<file path="src/rtl/mem_port_arbiter.sv">
// mem_port_arbiter: shares one SRAM port between fetch and data, data-first with a fetch starvation guard
module mem_port_arbiter #(
  parameter int P_DATA_WIDTH = 32,
  parameter int P_ADDR_WIDTH = 10,
  parameter int P_MAX_STREAK = 4
) (
  input  logic                      i_clk,
  input  logic                      i_rst_n,
  input  logic                      i_if_req,
  input  logic [P_ADDR_WIDTH-1:0]   i_if_addr,
  output logic                      o_if_gnt,
  output logic                      o_if_rvalid,
  output logic [P_DATA_WIDTH-1:0]   o_if_rdata,
  input  logic                      i_dm_req,
  input  logic                      i_dm_we,
  input  logic [P_ADDR_WIDTH-1:0]   i_dm_addr,
  input  logic [P_DATA_WIDTH-1:0]   i_dm_wdata,
  input  logic [P_DATA_WIDTH/8-1:0] i_dm_wstrb,
  output logic                      o_dm_gnt,
  output logic                      o_dm_rvalid,
  output logic [P_DATA_WIDTH-1:0]   o_dm_rdata,
  output logic                      o_stall_if,
  output logic                      o_stall_dm,
  output logic                      o_mem_en,
  output logic                      o_mem_we,
  output logic [P_ADDR_WIDTH-1:0]   o_mem_addr,
  output logic [P_DATA_WIDTH-1:0]   o_mem_wdata,
  output logic [P_DATA_WIDTH/8-1:0] o_mem_wstrb,
  input  logic [P_DATA_WIDTH-1:0]   i_mem_rdata
);
  localparam logic [3:0] MAX = 4'(P_MAX_STREAK);
  typedef enum logic [1:0] {IDLE, I_RESP, D_RESP} state_t;
  state_t state;
  logic [3:0] streak;
  logic [P_DATA_WIDTH-1:0] if_hold, dm_hold;
  // fetch wins a contested cycle only once data has had its full streak
  assign o_if_gnt    = i_rst_n & i_if_req & (~i_dm_req | (streak == MAX));
  assign o_dm_gnt    = i_rst_n & i_dm_req & ~o_if_gnt;
  assign o_stall_if  = i_if_req & ~o_if_gnt;
  assign o_stall_dm  = i_dm_req & ~o_dm_gnt;
  assign o_mem_en    = o_if_gnt | o_dm_gnt;
  assign o_mem_we    = o_dm_gnt & i_dm_we;
  assign o_mem_addr  = o_if_gnt ? i_if_addr : i_dm_addr;
  assign o_mem_wdata = o_mem_we ? i_dm_wdata : '0;
  assign o_mem_wstrb = o_mem_we ? i_dm_wstrb : '0;
  assign o_if_rvalid = state == I_RESP;
  assign o_dm_rvalid = state == D_RESP;
  assign o_if_rdata  = o_if_rvalid ? i_mem_rdata : if_hold;
  assign o_dm_rdata  = o_dm_rvalid ? i_mem_rdata : dm_hold;
  always_ff @(posedge i_clk or negedge i_rst_n) begin
    if (!i_rst_n) begin
      state   <= IDLE;
      streak  <= '0;
      if_hold <= '0;
      dm_hold <= '0;
    end else begin
      state   <= o_if_gnt ? I_RESP : (o_dm_gnt & ~i_dm_we) ? D_RESP : IDLE;
      streak  <= (~i_if_req | o_if_gnt) ? 4'd0 : (o_dm_gnt & (streak != MAX)) ? streak + 4'd1 : streak;
      if (o_if_rvalid) if_hold <= i_mem_rdata;
      if (o_dm_rvalid) dm_hold <= i_mem_rdata;
    end
  end
endmodule

</file>
<file path="config.mk">
export PLATFORM = sky130hd
export DESIGN_NAME = mem_port_arbiter
export DESIGN_NICKNAME = d
export VERILOG_FILES = /design/src/rtl/mem_port_arbiter.sv
export SDC_FILE = /design/constraint.sdc
export NUM_CORES = 1
export LEC_CHECK = 0
export CORE_MARGIN = 3
export CORE_UTILIZATION = 29
export CTS_CLUSTER_DIAMETER = 30
export CTS_CLUSTER_SIZE = 24
export DETAILED_ROUTE_END_ITERATION = 8
export PLACE_DENSITY = 0.64
export SLEW_MARGIN = 10
export SYNTH_ARGS = -nofsm -noshare
export SYNTH_HDL_FRONTEND = slang
export SYNTH_SLANG_ARGS = --single-unit
</file>
<file path="constraint.sdc">
create_clock -name i_clk -period 2.1 [get_ports i_clk]
set_input_delay 0.42 -clock i_clk [delete_from_list [all_inputs] [get_ports i_clk]]
set_output_delay 0.42 -clock i_clk [all_outputs]
set_load 0.03 [all_outputs]
</file>
After elaboration in Yosys (flattened, before gate mapping)
Cells that the tools add are included.

Equal/unequal tests: 4. Add/subtract/negate cells: 1. Mux-type cells: 9. Bitwise gates (word level): 17. Reductions and logical operators: 1.

Operator list (count): 2-to-1 mux 32 bit (3); 2-to-1 mux 4 bit (3); 2-to-1 mux 10 bit (1); AND 1 bit (9); inverter 1 bit (5); adder 4 x 1 -> 4 bit, second input constant (1); == test 4 x 3 -> 1 bit, second input constant (1); 2-to-1 mux 2 bit (2); inequality test 4 x 3 -> 1 bit, second input constant (1); bitwise OR 1 bit (3); == test 2 x 1 -> 1 bit, second input constant (1); == test 2 bit, second input constant (1); nonzero test 2 bit (1).

Bits of input ports: 93. Register bits: 70.

Logic depth before layout (Yosys ltp)
Gate-level depths: netlist of the first run.

Word-level depth: 8. Gate-level depth with buffers: 6. Mapped depth without buffers: 5.

Worst setup path after synthesis of the first run
OpenSTA, ideal clock, no wires.

Kind: register to output. Start: register streak[0]. End: output port o_stall_dm. Data arrival time: 1.582 ns. Cell stages (with the launch flop): 6. Slack: 0.098 ns. Path buffers: 0. Required time: 1.680 ns. Cells stage by stage: dfrtp_1 -> inv_1 -> ha_1 -> nand3b_4 -> o211a_1 -> nor2b_1.

Cells in the longest elaborated chain, start to end: 7.

RTL lines: from (decl) (RTL line 34) `logic [3:0] streak;`; from (signal assigned) (RTL line 58) `streak <= (~i_if_req | o_if_gnt) ? 4'd0 : (o_dm_gnt & (streak != MAX)) ? streak + 4'd1 : streak;`; == test 4 x 3 -> 1 bit (RTL line 37) `assign o_if_gnt = i_rst_n & i_if_req & (~i_dm_req | (streak == MAX));`; bitwise OR 1 bit (RTL line 37); AND 1 bit (RTL line 37); inverter 1 bit (RTL line 38) `assign o_dm_gnt = i_rst_n & i_dm_req & ~o_if_gnt;`; AND 1 bit (RTL line 38); net o_dm_gnt (RTL line 19) `output logic o_dm_gnt,`; inverter 1 bit (RTL line 40) `assign o_stall_dm = i_dm_req & ~o_dm_gnt;`; AND 1 bit (RTL line 40); to (decl) (RTL line 23) `output logic o_stall_dm,`.

The timed path passes the listed nets, and every way through them passes these cells.

Final worst setup path of the first run
Start: register streak[1]. End: output port o_mem_wdata[1].

Cells in the longest elaborated chain, start to end: 7.

RTL lines: == test 4 x 3 -> 1 bit (RTL line 37); bitwise OR 1 bit (RTL line 37); AND 1 bit (RTL line 37); inverter 1 bit (RTL line 38); AND 1 bit (RTL line 38); AND 1 bit (RTL line 42) `assign o_mem_we = o_dm_gnt & i_dm_we;`; 2-to-1 mux 32 bit (RTL line 44) `assign o_mem_wdata = o_mem_we ? i_dm_wdata : '0;`; to (decl) (RTL line 27) `output logic [P_DATA_WIDTH-1:0] o_mem_wdata,`.

No other way between the ends.

==> run metrics, run 1 <==
flops & latches, synth 70; Commonest cells post-synth mux2_2, dfrtp_1, and2_1, buf_2, inv_1; Unique masters post-synth 23; Max-cap violations 0; ys flop type dfrtp_1; Cell Rows 37; global-route wire length before repair approximately 17000 microns; cells after synthesis roughly 230; Post-Syn Area per Cell around 14 sq um; delay-heaviest family, CP flip-flops; Synth top area share between 50% and 60%; CTS max path bufs 2; Final Hold Fails 0; syn_nets 320; Max VDD drop 410 uV; highest clock rate between 400 and 500 MHz; worst endpoint required time around 1.7 ns; status finished with violations; Total Routing Usage GR around a fifth; Clock Latency Late Sink between 0.3 and 0.4 ns; ant diodes 0; Critical Path Fanout Max 13; Via density approximately 4.6; Final Worst Setup Slack -0.194 ns; cell with the most instances after synthesis mux2_2; Area contributors post-synth dfrtp_1, mux2_2, and2_1; Overall Power 5.38 mW; Area growth syn-to-layout 112%; EDFF count, synth 0; Worst Hold Class input port to async pin; placed wire-length estimate 7860 microns; # hold bufs at CTS 0; crit path time final approximately 2.3 ns; layout cells sized above 1 a little under three fifths; final core utilization 63.7%; CTS clk-pin slew, worst paths 0.08 ns; Arr. time, crit path about 1.9 ns; synthesis warning total 0; Initial DRC Count 78; Synth area leader dfrtp_1; initial antenna violation count 0; Slowest cell on crit path dfrtp_1; wire per inst around 19 microns; CTS tree done; CP max stage delay roughly 0.4 ns; grt ovf 0; RSZ-0062 raised after global routing yes; PD cells 814 nW/um^2; largest net degree at the start of global routing 51; Slew @ Worst Pin 0.619 ns; Tcrit/Tclk final 109%; Crit path buffers/inverters 3; Sink Count 70; clock root cell clkbuf_8; H-tree levels 3; height of the die 110 microns; I/O pins 211; gpl congestion around 0.74; Post-route DRC 0; initial core utilization between 30% and 40%; vias in the first global route roughly 3200; Seq/Total Area, Yosys about 56%; Async S/R FF share, synth between 90% and 100%; Placeable Area a little over 10000 sq um; Num CTS Buffers 9; leakage dissipation ~3.1 nW; Slew Limit Fails 0; port bufs 210; relative max-transition margin about three fifths; DRT Pass-1 Iters 5; Clock Skews 0.0114 ns; Filler Cells Inserted about 810; vias post-DR 2887; count of final setup violators 78; DIE AREA roughly 12000 sq um; Die X roughly 110 microns; final net count 581; DRT Wirelength ~12000 microns; failing checks setup timing; worst-path cell chain inv_2 > ha_4 > nand3b_4 > buf_6 > o2111a_2 > and2_1 > buf_12; DRT antenna net count 0; Crit. End Element output port; critical path class flip-flop to output port; Worst Setup Start Kind flip-flop; Synth Cell Area 3110 sq um
-- layout make-up --
cell class | instances | area [sq um] | area share [%]
clock inverters | 5 | 106 | 1.61
inverters | 6 | 22.5 | 0.341
well taps | 136 | 170 | 2.57
repair buffers | 255 | 2790 | 42.3
multi-input cells | 144 | 1630 | 24.6
flip-flops and latches | 70 | 1750 | 26.5
clock buffers | 10 | 138 | 2.08
-- where the power goes --
group          internal (mW)  switching [mW]
registers               1.60          0.0765
logic                   1.22            1.14
clock network          0.819           0.517
-- flip-flops by register name (all words and copies together) (netlist names) --
name     count
state        2
dm_hold     32
if_hold     32
streak       4
-- through the flow --
stage	instance area, sq um	hold WS, ns	cells	TNS (ns)	setup slack [ns]
final	6610	0.291	626	-8.96	-0.194
after global routing	6610	0.287	626	-15.50	-0.283
after CTS	6560	0.249	623	-12.77	-0.226
after detailed placement	5490	0.482	582	-16.57	-0.645
after global placement	5490	0.478	582	-14.71	-0.604
after floorplan	3110	0.124	225	0	0.0980
-- placed cells by master (no fill, tap or decap), types with 8 or more instances in the layout --
master / netlist / layout
buf_8: 0 / 9
clkdlybuf4s50_1: 0 / 89
buf_12: 0 / 20
buf_6: 4 / 79
clkbuf_8: 0 / 10
o2111a_2: 1 / 8
buf_4: 0 / 54
and2_1: 36 / 33
dfrtp_1: 70 / 70
mux2_4: 0 / 65
mux2_2: 74 / 9
-- per-layer routing --
layer	up-vias	global-route usage (%)	routed length [microns]
li1	1314	-	-
met1	1402	20.9	4280
met2	154	36.0	6560
met3	17	5.46	808
met4	0	7.30	298
met5	-	0	0
-- worst paths after layout --
| path | from | end | slack [ns] | cells after the start |
|---|---|---|---|---|
| min | i_rst_n | dm_hold[7]$_DFF_PN0_ | 0.29 | 3 |
| max in group asynchronous | i_rst_n | dm_hold[26]$_DFF_PN0_ | 0.88 | 4 |
| min reg2reg | if_hold[1]$_DFF_PN0_ | if_hold[1]$_DFF_PN0_ | 0.50 | 1 |
| min in group i_clk | if_hold[1]$_DFF_PN0_ | if_hold[1]$_DFF_PN0_ | 0.50 | 1 |
| max reg2reg | state[1]$_DFF_PN0_ | dm_hold[23]$_DFF_PN0_ | 0.53 | 7 |
| max | streak[1]$_DFFE_PN0P_ | o_mem_wdata[1] | -0.19 | 7 |
-- kinds of logic after synthesis --
group	after synthesis	share of synthesized area, %
compound gates	10	2.33
flops	70	56.3
simple gates	51	10.3
mux	74	26.8
fa+ha+maj	2	0.804
buf+inv	18	3.46
-- worst min-delay path, cell delays in order --
cell and delay [ns]:
buf_4 0.11, buf_4 0.18, buf_4 0.33
-- what timing repair did --
item	CTS	global route
endpoints found under the setup margin	104	113
setup buffers	18	4
cloned	9	1
gates resized for setup	403	15
Power figures use the tool's default switching activity.
==> run 2, diff against run 1 <==
--- a/config.mk
+++ b/config.mk
@@ -6,11 +6,11 @@
 export NUM_CORES = 1
 export LEC_CHECK = 0
 export CORE_MARGIN = 3
-export CORE_UTILIZATION = 29
+export CORE_UTILIZATION = 36
 export CTS_CLUSTER_DIAMETER = 30
-export CTS_CLUSTER_SIZE = 24
+export CTS_CLUSTER_SIZE = 20
 export DETAILED_ROUTE_END_ITERATION = 8
-export PLACE_DENSITY = 0.64
+export PLACE_DENSITY = 0.77
 export SLEW_MARGIN = 10
 export SYNTH_ARGS = -nofsm -noshare
 export SYNTH_HDL_FRONTEND = slang
==> run metrics, run 2 (synthesized netlist as in run 1, its figures left out) <==
Placeable Area 8300 sq um; Clock Skews 0.0133 ns; initial antenna violation count 0; DRT antenna net count 0; Area growth syn-to-layout 119%; CTS max path bufs 2; gpl congestion roughly 0.79; crit path time final roughly 2.3 ns; Total Routing Usage GR a little under a quarter; metal1 wirelength 4790 microns; Slew Limit Fails 0; worst-path cell chain inv_2 > ha_4 > nand3b_4 > a21oi_4 > buf_6 > mux2_4 > buf_6; DIE AREA about 10000 sq um; status finished with violations; DRT Wirelength roughly 13000 microns; vias post-DR 3008; Final Worst Setup Slack -0.223 ns; most frequent cells in the layout buf_6, clkdlybuf4s50_1, mux2_4; Slew @ Worst Pin between 0.3 and 0.4 ns; worst endpoint required time 1.68 ns; DRT Pass-1 Iters 4; Initial DRC Count 77; cell internal pwr about 3.7 mW; Sw Share 32.4%; Clock Power Share 24.7%; layout cells sized above 1 60.6%; clock root cell clkbuf_8; # hold bufs at CTS 0; Top Layer Used met4; Crit. End Element output port; power share of the sequential group a little under a third; critical path class flip-flop to output port; final net count a little under 600; delay-heaviest family, CP flip-flops; initial core utilization 37.5%; Post-route DRC 0; largest net degree at the start of global routing between 70 and 80; failing checks setup timing; met2 WL approximately 7000 microns; grt ovf 0; Die X 99.0 microns; Tcrit/Tclk final 111%; Via density approximately 5.0; Worst Setup Start Kind flip-flop; Critical Path Fanout Max 6; Max-cap violations 0; ant diodes 0; met3 WL between 900 and 1000 microns; CTS tree done; Final Hold Fails 0; Crit path buffers/inverters 3; FF/Latch Area ~1800 sq um; Num CTS Buffers 9; Worst Hold Class input port to async pin; I/O pins roughly 210; Arr. time, crit path 1.90 ns; relative max-transition margin approximately three quarters; Filler Cells Inserted around 440; most frequent CP cell buf_6; Sink Count 70; global-route wire length before repair 17700 microns; port bufs 210; commonest non-fill, non-tap cell in the layout buf_6; vias in the first global route 3278; switching pwr about 1.8 mW; Slowest cell on crit path dfrtp_1; highest clock rate about 430 MHz; Max VDD drop between 500 and 600 uV; PD cells between 700 and 800 nW/um^2; combinational group share of total power 44.3%; largest registers dm_hold: 32 flops, if_hold: 32 flops, streak: 4 flops; wire per inst around 22 microns; CTS clk-pin slew, worst paths roughly 0.080 ns; multi-input logic area 1720 sq um; H-tree levels 3; RSZ-0062 raised after global routing yes; Overall Power approximately 5.4 mW; leakage dissipation ~3.2 nW; CP max stage delay roughly 0.41 ns; placed wire-length estimate roughly 7500 microns; pre-CTS setup slack -0.631 ns; height of the die roughly 99 microns; Clock Latency Late Sink between 0.3 and 0.4 ns; count of final setup violators 95; Cell Rows 33
## run 2: cell types whose count changed in the layout (fill, tap and decap cells not counted), moves of 3 or more
cell | before | now
buf_8 | 9 | 4
mux2_2 | 9 | 0
mux2_4 | 65 | 74
buf_4 | 54 | 24
and2_1 | 33 | 9
and2_4 | 3 | 27
clkbuf_16 | 0 | 3
buf_6 | 79 | 112
## run 2: cell type report
type                       count  share of cell area (%)
clock inverter                 5                    1.56
tap                          105                    1.93
clock buffer                  11                    2.08
multi-input combinational    144                    25.3
sequential                    70                    25.7
timing repair buffer         256                    43.0
inverter                       6                   0.386
## run 2: per-layer routing
layer	GRT usage (%)	vias to the layer above
met4	5.67	0
met5	0	-
met1	26.9	1528
li1	-	1319
met3	6.37	20
met2	42.4	141
## run 2: power groups by stage
stage / combinational, mW / sequential (mW) / clock [mW]
after CTS: 2.18 / 1.67 / 1.36
after global routing: 2.50 / 1.71 / 1.42
after detailed placement: 1.91 / 1.69 / 0
after floorplan: 1.03 / 1.67 / 0
after global placement: 1.90 / 1.68 / 0
final: 2.41 / 1.68 / 1.34
## run 2: worst register-to-register path, stage by stage, from the launching register on
cell and delay, ns:
dfrtp_1 0.41, inv_2 0.09, ha_4 0.14, nand3b_4 0.10, buf_8 0.16, o211a_1 0.24
buf_4 0.14, nor2b_1 0.14
## run 2: repair_timing
item	in CTS	in global routing
gates cloned	9	5
pin swaps	2	4
setup endpoints to repair	95	115
buffers inserted	15	9
gates resized for setup	326	128
## run 2: stage by stage
| stage | cell area, sq um | cells | utilization, % | hold WS [ns] | TNS (ns) |
|---|---|---|---|---|---|
| 6_report | 6810 | 597 | 82.0 | 0.338 | -10.80 |
| 3_5_place_dp | 5420 | 548 | 65.3 | 0.484 | -19.79 |
| 3_3_place_gp | 5420 | 548 | 65.3 | 0.479 | -17.94 |
| 4_1_cts | 6300 | 588 | 75.9 | 0.331 | -13.36 |
| 2_1_floorplan | 3110 | 225 | - | 0.124 | 0 |
| 5_1_grt | 6810 | 597 | 82.0 | 0.383 | -17.48 |
## run 2: worst paths after layout
| path | start | endpoint | slack (ns) | depth (start not counted) |
|---|---|---|---|---|
| max in group asynchronous | i_rst_n | if_hold[10]$_DFF_PN0_ | 1.45 | 3 |
| worst max register to register | streak[1]$_DFFE_PN0P_ | state[1]$_DFF_PN0_ | 0.56 | 7 |
| min in group i_clk | dm_hold[29]$_DFF_PN0_ | dm_hold[29]$_DFF_PN0_ | 0.50 | 1 |
| worst min register to register | dm_hold[29]$_DFF_PN0_ | dm_hold[29]$_DFF_PN0_ | 0.50 | 1 |
| worst min-delay path | i_rst_n | dm_hold[23]$_DFF_PN0_ | 0.34 | 3 |
| worst max-delay path | streak[1]$_DFFE_PN0P_ | o_mem_addr[6] | -0.22 | 7 |
==> run 3, diff against run 2 <==
--- a/config.mk
+++ b/config.mk
@@ -5,13 +5,13 @@
 export SDC_FILE = /design/constraint.sdc
 export NUM_CORES = 1
 export LEC_CHECK = 0
+export CORE_ASPECT_RATIO = 0.6
 export CORE_MARGIN = 3
-export CORE_UTILIZATION = 36
+export CORE_UTILIZATION = 32
 export CTS_CLUSTER_DIAMETER = 30
 export CTS_CLUSTER_SIZE = 20
 export DETAILED_ROUTE_END_ITERATION = 8
-export PLACE_DENSITY = 0.77
-export SLEW_MARGIN = 10
+export PLACE_DENSITY = 0.73
 export SYNTH_ARGS = -nofsm -noshare
 export SYNTH_HDL_FRONTEND = slang
 export SYNTH_SLANG_ARGS = --single-unit
==> constraint.sdc (replaced) <==
create_clock -name i_clk -period 1.9 [get_ports i_clk]
set_input_delay 0.38 -clock i_clk [delete_from_list [all_inputs] [get_ports i_clk]]
set_output_delay 0.38 -clock i_clk [all_outputs]
set_load 0.03 [all_outputs]
==> run metrics, run 3 (synthesized netlist as in run 1, its figures left out) <==
status finished with violations; failing checks setup timing; RSZ-0062 raised after global routing yes; FF/Latch Area ~1800 sq um; Max-cap violations 0; WHS between 0.2 and 0.3 ns; highest clock rate between 400 and 500 MHz; DRT Wirelength about 12000 microns; Slew @ Worst Pin 0.402 ns; layout cells sized above 1 57.7%; count of final setup violators 115; DRT antenna net count 0; I/O pins approximately 210; Worst Setup Start Kind flip-flop; Total Routing Usage GR 21.2%; RR Startpoint state[0]$_DFF_PN0_; Die X ~130 microns; met3 WL between 1000 and 1500 microns; CTS tree done; H-tree levels 3; Tcrit/Tclk final 120%; Slew Limit Fails 0; Area growth syn-to-layout 121%; CTS max path bufs 2; worst-path cell chain inv_2 > ha_4 > nand3b_4 > a21oi_4 > buf_6 > buf_12 > mux2_4 > buf_6; Max VDD drop 534 uV; global-route wire length before repair between 15000 and 20000 microns; met2 WL 5920 microns; commonest non-fill, non-tap cell in the layout clkdlybuf4s50_1; Crit. End Element output port; most frequent cells in the layout clkdlybuf4s50_1, buf_6, buf_4; # hold bufs at CTS 0; Arr. time, crit path roughly 1.9 ns; Via density roughly 4.6; Final Hold Fails 0; critical path class flip-flop to output port; Clock Skews 0.00298 ns; Slowest cell on crit path dfrtp_1; Critical Path Fanout Max 6; Final Worst Setup Slack -0.373 ns; Cell Rows 27; Crit path buffers/inverters 4; port bufs 210; largest registers dm_hold: 32 flops, if_hold: 32 flops, streak: 4 flops; worst endpoint required time roughly 1.5 ns; multi-input logic area 1660 sq um; initial core utilization 33.4%; crit path time final between 2 and 2.5 ns; fin area between 6000 and 7000 sq um; placed wire-length estimate 7630 microns; Filler Cells Inserted roughly 620; Clock Latency Late Sink roughly 0.32 ns; CTS clk-pin slew, worst paths about 0.060 ns; vias in the first global route between 3000 and 4000; clock root cell clkbuf_16; metal1 wirelength 5440 microns; final net count between 600 and 700; Worst R2R Path Depth 6; Sink Count 70; gpl congestion slightly below 0.9; grt ovf 0; placed cell areas ~5300 sq um; final core utilization between 70% and 80%; Post-route DRC 0; Num CTS Buffers 9; Worst Hold Class input port to async pin; DIE AREA 11000 sq um; ant diodes 0; wire per inst about 19 microns; initial antenna violation count 0; delay-heaviest family, CP buffers and inverters; Initial DRC Count between 90 and 100; Worst R2R End dm_hold[13]$_DFF_PN0_; Placeable Area a little over 9000 sq um; leakage dissipation 3.31 nW; relative max-transition margin about three quarters; r2r setup slk about 0.37 ns; PD cells 942 nW/um^2; CP max stage delay about 0.38 ns; largest net degree at the start of global routing 44; height of the die a little over 80 microns; Top Layer Used met4; DRT Pass-1 Iters 4; most frequent CP cell buf_6; vias post-DR roughly 3000
run 3: cell types whose count changed in the layout (fill, tap and decap cells not counted), sizes merged:
cell,before,now
buf,162,184
clkinvlp,2,3
run 3: worst max-delay path by stage:
stage / startpoint / end / depth (start not counted)
after global routing: streak[0]$_DFFE_PN0P_ / o_mem_addr[4] / 8
after detailed placement: i_if_req / o_mem_addr[4] / 6
after floorplan: streak[0]$_DFFE_PN0P_ / o_mem_addr[1] / 6
after global placement: i_if_req / o_mem_addr[2] / 6
final: streak[1]$_DFFE_PN0P_ / o_mem_addr[8] / 8
after CTS: streak[1]$_DFFE_PN0P_ / o_mem_addr[4] / 8
run 3: through the flow:
stage,std cells,total power [mW],setup WS [ns],setup TNS (ns)
2_1_floorplan,225,2.98,-0.0587,-0.470
3_3_place_gp,571,3.92,-0.660,-24.97
3_5_place_dp,571,3.96,-0.694,-26.89
4_1_cts,613,6.23,-0.359,-27.94
5_1_grt,645,6.76,-0.460,-34.19
6_report,645,6.47,-0.373,-26.06
run 3: worst reg2reg max path: cells and delay by family (launching register included):
kind | cells | cell delay [ns]
flip-flops | 1 | 0.39
AND/OR/NAND/NOR | 1 | 0.17
buffers and inverters | 4 | 0.55
multiplexers | 1 | 0.32
run 3: area by class of cell:
cell class	instances	area share, %
repair buffers	278	42.4
flip-flops and latches	70	25.5
multi-input cells	144	24.2
clock buffers	11	3.53
well taps	130	2.37
clock inverters	5	1.55
inverters	6	0.382
repair inverters	1	0.0728
run 3: power by group:
part	total, mW	switching [mW]	internal (mW)
Clock	1.93	0.608	1.32
Sequential	1.86	0.0886	1.78
Combinational	2.68	1.28	1.40
Total	6.47	1.98	4.49
run 3: layer usage:
metal / vias up / GRT usage (%)
li1: 1368 / -
met1: 1445 / 27.3
met2: 132 / 34.0
met3: 7 / 9.02
met4: 0 / 3.80
met5: - / 0
run 3: timing repair:
action	CTS	global route
gates cloned	11	4
hold endpoints to repair	0	0
setup endpoints to repair	115	115
pin swaps	3	2
buffers inserted	16	33
gates resized for setup	260	173
